**config.mk**
```make
export PLATFORM = sky130hd
export DESIGN_NAME = multi_controller_poller
export DESIGN_NICKNAME = d
export VERILOG_FILES = /design/src/rtl/multi_controller_poller.sv
export SDC_FILE = /design/constraint.sdc
export NUM_CORES = 1
export LEC_CHECK = 0
export BUFFER_PORTS_ARGS = -buffer_cell sky130_fd_sc_hd__buf_4
export CORE_MARGIN = 5
export CORE_UTILIZATION = 45
export CTS_CLUSTER_SIZE = 16
export DETAILED_ROUTE_END_ITERATION = 12
export PLACE_DENSITY_LB_ADDON = 0.12
export SETUP_SLACK_MARGIN = 0.3
export SLEW_MARGIN = 20
export SYNTH_ARGS = -nofsm -noshare
export SYNTH_HDL_FRONTEND = slang
export SYNTH_SLANG_ARGS = --single-unit
```
**constraint.sdc**
```tcl
create_clock -name clk_1 -period 4.8 [get_ports clk_1]
set_input_delay 0.48 -clock clk_1 [delete_from_list [all_inputs] [get_ports clk_1]]
set_output_delay 0.48 -clock clk_1 [all_outputs]
set_load 0.005 [all_outputs]
```
**src/rtl/multi_controller_poller.sv**
```systemverilog
// Serial gamepad poller: latches and clocks NUM_CONTROLLERS shift-register pads, shifts in
// active-low data and publishes held buttons plus sticky newly-pressed flags once per frame.
module multi_controller_poller #(
    parameter int NUM_CONTROLLERS  = 2,
    parameter int NUM_BUTTONS      = 8,
    parameter int CLK_DIV          = 1,
    parameter int AUTO_POLL_PERIOD = 0
) (
    input  logic                                   clk_1,
    input  logic                                   rst,
    input  logic                                   start,
    input  logic                                   ack,
    input  logic [NUM_CONTROLLERS-1:0]             controller_data_B,
    output logic                                   controller_clk,
    output logic                                   controller_latch,
    output logic [NUM_CONTROLLERS*NUM_BUTTONS-1:0] buttons_out,
    output logic [NUM_CONTROLLERS*NUM_BUTTONS-1:0] pressed_out,
    output logic                                   busy,
    output logic                                   valid
);

    localparam int W  = NUM_CONTROLLERS * NUM_BUTTONS;
    localparam int DW = $clog2(2 * CLK_DIV + 1);
    localparam int BW = $clog2(NUM_BUTTONS);
    localparam int AW = (AUTO_POLL_PERIOD > 1) ? $clog2(AUTO_POLL_PERIOD) : 1;

    localparam logic [DW-1:0] LATCH_LAST = DW'(2 * CLK_DIV - 1);
    localparam logic [DW-1:0] HALF_LAST  = DW'(CLK_DIV - 1);
    localparam logic [BW-1:0] BIT_LAST   = BW'(NUM_BUTTONS - 1);
    localparam logic [AW-1:0] AUTO_LAST  = (AUTO_POLL_PERIOD > 0) ? AW'(AUTO_POLL_PERIOD - 1) : '0;

    typedef enum logic [2:0] {S_IDLE, S_LATCH, S_LOW, S_HIGH, S_DONE} state_t;

    state_t                   r_state;
    state_t                   w_next;
    logic [DW-1:0]            r_div;
    logic [BW-1:0]            r_bit;
    logic [AW-1:0]            r_auto_cnt;
    logic [NUM_BUTTONS-1:0]   r_shift [NUM_CONTROLLERS];
    logic [W-1:0]             w_captured;
    logic [W-1:0]             r_buttons;
    logic [W-1:0]             r_pressed;
    logic                     r_valid;
    logic                     w_expire;
    logic                     w_go;
    logic                     w_phase_end;

    assign w_expire    = (AUTO_POLL_PERIOD > 0) && (r_auto_cnt == AUTO_LAST);
    assign w_go        = (r_state == S_IDLE) && (start || w_expire);
    assign w_phase_end = (r_state == S_LATCH) ? (r_div == LATCH_LAST) : (r_div == HALF_LAST);

    // NOTE: state registers use non-blocking assignments so every flop samples pre-edge values.
    always_ff @(posedge clk_1 or posedge rst) begin
        if (rst) r_state <= S_IDLE;
        else     r_state <= w_next;
    end

    // NOTE: w_next gets a default before the case so no path leaves it unassigned (no latch).
    always_comb begin
        w_next = r_state;
        case (r_state)
            S_IDLE:  if (w_go)        w_next = S_LATCH;
            S_LATCH: if (w_phase_end) w_next = S_LOW;
            S_LOW:   if (w_phase_end) w_next = (r_bit == BIT_LAST) ? S_DONE : S_HIGH;
            S_HIGH:  if (w_phase_end) w_next = S_LOW;
            S_DONE:                   w_next = S_IDLE;
            default:                  w_next = S_IDLE;
        endcase
    end

    // NOTE: the capture array is cleared on reset so an aborted poll can never leak stale bits.
    always_ff @(posedge clk_1 or posedge rst) begin
        if (rst) begin
            r_div   <= '0;
            r_bit   <= '0;
            r_shift <= '{default: '0};
        end else begin
            if ((r_state == S_LATCH || r_state == S_LOW || r_state == S_HIGH) && !w_phase_end)
                r_div <= r_div + 1'b1;
            else
                r_div <= '0;

            if (r_state == S_LATCH)
                r_bit <= '0;
            else if (r_state == S_HIGH && w_phase_end)
                r_bit <= r_bit + 1'b1;

            // Sample at the end of the low half, just before the pad shifts on the rising clock.
            if (r_state == S_LOW && w_phase_end)
                for (int i = 0; i < NUM_CONTROLLERS; i++)
                    r_shift[i][r_bit] <= ~controller_data_B[i];
        end
    end

    always_comb begin
        w_captured = '0;
        for (int i = 0; i < NUM_CONTROLLERS; i++)
            w_captured[i*NUM_BUTTONS +: NUM_BUTTONS] = r_shift[i];
    end

    always_ff @(posedge clk_1 or posedge rst) begin
        if (rst) begin
            r_buttons <= '0;
            r_pressed <= '0;
            r_valid   <= 1'b0;
        end else begin
            r_valid <= (r_state == S_DONE);
            if (r_state == S_DONE) begin
                r_buttons <= w_captured;
                r_pressed <= (r_pressed & ~{W{ack}}) | (w_captured & ~r_buttons);
            end else if (ack) begin
                r_pressed <= '0;
            end
        end
    end

    // Free-running period counter, re-phased to every poll start; expiries while busy just wrap.
    always_ff @(posedge clk_1 or posedge rst) begin
        if (rst)                        r_auto_cnt <= '0;
        else if (AUTO_POLL_PERIOD == 0) r_auto_cnt <= '0;
        else if (w_go || w_expire)      r_auto_cnt <= '0;
        else                            r_auto_cnt <= r_auto_cnt + 1'b1;
    end

    assign controller_clk   = (r_state == S_HIGH);
    assign controller_latch = (r_state == S_LATCH);
    assign busy             = (r_state == S_LATCH) || (r_state == S_LOW) || (r_state == S_HIGH);
    assign buttons_out      = r_buttons;
    assign pressed_out      = r_pressed;
    assign valid            = r_valid;

endmodule

```
==> impl_metrics.env <==
export IMPL_cap_viol_max_count=0
export IMPL_core_region_area_um2=5439
export IMPL_worst_endpoint_required_ns=4.32
export IMPL_drc_errors=0
export IMPL_postCtsSetupRepairBufs=0
export IMPL_initial_utilization=0.4571
export IMPL_synth_top_area_cell="dfrtp_1"
export IMPL_arrival_ns=1.46
export IMPL_clock_fmax_mhz=515.3
export IMPL_period_minus_slack_ns=1.941
export IMPL_yosys_cell_count_top_type="dfrtp_1"
export IMPL_ys_warnings_count=0
export IMPL_synth_edf_count=0
export IMPL_muxShareOfSynthArea=0.1369
export IMPL_p_per_area_nw_per_um2=510.2
export IMPL_final_util=0.5533
export IMPL_cts_sinks=57
export IMPL_synth_flop_cell="dfrtp_1"
export IMPL_firstDrtPassIters=4
export IMPL_synth_area_leaders="dfrtp_1 57%, mux2_2 7.2%, mux2i_1 6.4%, inv_1 6.0%, o32ai_1 5.6%"
export IMPL_final_max_slew_viol_count=0
export IMPL_max_slew_margin=0.5325
export IMPL_grt_overflow=0
export IMPL_ant_nets=0
export IMPL_cts_tree="built"
export IMPL_die_area_um2=7112
export IMPL_max_vdd_ir_drop_uv=305.8
export IMPL_hold_viol_final=0
export IMPL_htreeDepth=3
export IMPL_place_congestion=0.7849
export IMPL_grt_pass1_wl_mm=8.004
export IMPL_dp_hpwl_mm=3.094
export IMPL_antenna_found_initial=0
export IMPL_synthAdderAreaFrac=0.02013
export IMPL_cts_buffers=9
export IMPL_rsz0062_at_grt="false"
export IMPL_syn_avg_cell_area_um2=12.31
export IMPL_synthSimpleGateAreaFrac=0.08858
export IMPL_setup_violations=0
export IMPL_dp_cells=302
export IMPL_synth_top_area_share=0.5737
export IMPL_grt_max_degree=58
export IMPL_crit_path_max_fanout=12
export IMPL_vias=1609
export IMPL_skew_ns=0.004735
export IMPL_root_buffer="clkbuf_8"
export IMPL_die_y_um=84.33
export IMPL_layout_drive_gt1_share=0.3333
export IMPL_grt_pass1_vias=1646
export IMPL_cts_hold_buf=0
export IMPL_critPathLaunchType="flop"
export IMPL_final_cells=318
export IMPL_std_cell_rows=27
export IMPL_vias_per_cell=5.060
export IMPL_min_delay_path_class="input port to asynchronous set/reset pin"
export IMPL_synth_top_family_by_area="multiplexers"
export IMPL_ioPinCount=42
export IMPL_power_total_mw=1.535
export IMPL_fillers=493
export IMPL_first_iter_violations=54
export IMPL_ys_async_sr_fraction=1.000
export IMPL_final_period_utilization=0.4043
export IMPL_cp_end_kind="output port"
export IMPL_synth_cell_types=37
export IMPL_numPortBuffers=41
export IMPL_synth_common_cells="57 x dfrtp_1, 40 x inv_1, 16 x mux2_2, 16 x mux2i_1, 16 x o32ai_1"
export IMPL_drt_total_wl_mm=4.697
export IMPL_antenna_cells=0
export IMPL_clkLatencyLatePin_ns=0.33
export IMPL_clock_path_buffers=2
export IMPL_synth_cells=202
export IMPL_syn_nets=212
export IMPL_ctsResizeCount=0
export IMPL_synth_area_um2=2486
export IMPL_setup_tns_ns=0
export IMPL_nNetsFinal=251
export IMPL_tightest_slew_ns=0.6988
export IMPL_seq_area_frac_synth=0.5737
export IMPL_synth_xor_area_share=0.003523
export IMPL_grt_usage=0.1437
export IMPL_die_x_um=84.33
export IMPL_status="complete, no violations"
export IMPL_routedWlPerCell_um=14.77
export IMPL_yosys_register_bits=57
export IMPL_path_clk_slew_ns=0.06
export IMPL_synthToLayoutAreaGrowth_pct=21.04
export IMPL_synth_compound_area_frac=0.08505
export IMPL_leakage_nw=1.513
export IMPL_critical_path_class="flop to output port"
==> layer usage <==
metal  up-vias  GRT usage  routed length, µm  part of all wire
met5         -          0                  0                 0
met4         0    0.07770                119             0.025
met3        11    0.04318                211             0.045
met2        30     0.2145               2179              0.46
met1       804     0.1878               2187              0.47
li1        764          -                  -                 -
==> report_power, final <==
| part | switching, mW | internal (mW) | total (mW) |
|---|---|---|---|
| combinational | 0.201 | 0.190 | 0.391 |
| sequential | 0.112 | 0.592 | 0.704 |
| clock | 0.189 | 0.252 | 0.441 |
| total | 0.501 | 1.03 | 1.54 |
==> flip-flops by register name (all words and copies together), names as in the netlist <==
signal       cells
buttons_out     16
pressed_out     16
r_div            2
r_bit            3
r_state          3
valid            1
r_shift         16
==> through the flow <==
stage          hold WS [ns]  cell area (µm²)  worst slack, ns
6_report             0.3453             3009            2.859
5_1_grt              0.3860             3009            2.720
4_1_cts              0.3808             3009            2.849
3_5_place_dp         0.4547             2813            3.047
3_3_place_gp         0.4528             2813            3.046
2_1_floorplan        0.4375             2486            2.920
==> worst max-delay path, stage by stage (launching register included) <==
cell     delay (ns)
dfrtp_1        0.58
or2b_1         0.33
nor2_1         0.11
buf_4          0.11
==> worst paths after layout <==
| check | startpoint | depth (start not counted) | slack (ns) | endpoint |
|---|---|---|---|---|
| max in group asynchronous | rst | 3 | 3.99 | buttons_out[6] |
| worst min register to register | r_div[0] | 1 | 0.46 | r_div[0] |
| min in group clk_1 | controller_data_B[0] | 2 | 0.40 | r_shift[13] |
| worst max register to register | r_state[1] | 3 | 3.05 | buttons_out[15] |
| worst max-delay path | r_state[0] | 3 | 2.86 | controller_clk |
| worst min-delay path | rst | 3 | 0.35 | valid |
==> layout make-up <==
class | instances | area (µm²) | share of cell area
Sequential cell | 57 | 1426 | 0.4740
Tap cell | 72 | 90.09 | 0.02994
Multi-Input combinational cell | 91 | 830.8 | 0.2761
Clock buffer | 11 | 141.4 | 0.04699
Timing Repair Buffer | 42 | 315.3 | 0.1048
Inverter | 40 | 150.1 | 0.04990
Clock inverter | 5 | 55.05 | 0.01830
==> logic make-up after synthesis <==
| logic type | Yosys count |
|---|---|
| AOI/OAI and AO/OA | 27 |
| xor gates and xnor gates | 1 |
| adders and majority gates | 4 |
| buffers and inverters | 54 |
| DFF | 57 |
| muxes | 32 |
| and+or+nand+nor | 27 |
==> placed cells by master (no fill, tap or decap), types with 2 or more instances in the layout <==
cell        count
nand2_1         2
nand4_1         2
a31oi_1         2
ha_1            4
inv_1          39
nor3_1          2
buf_4          42
o21ai_0         4
dfrtp_1        57
nor3b_1         2
clkbuf_8       10
nor4_2          2
o32ai_1        16
nor2_1          5
nand4b_1        2
mux2i_1        16
mux2_2         16
clkinvlp_4      2
clkinv_2        2
Power figures use the tool's default switching activity.
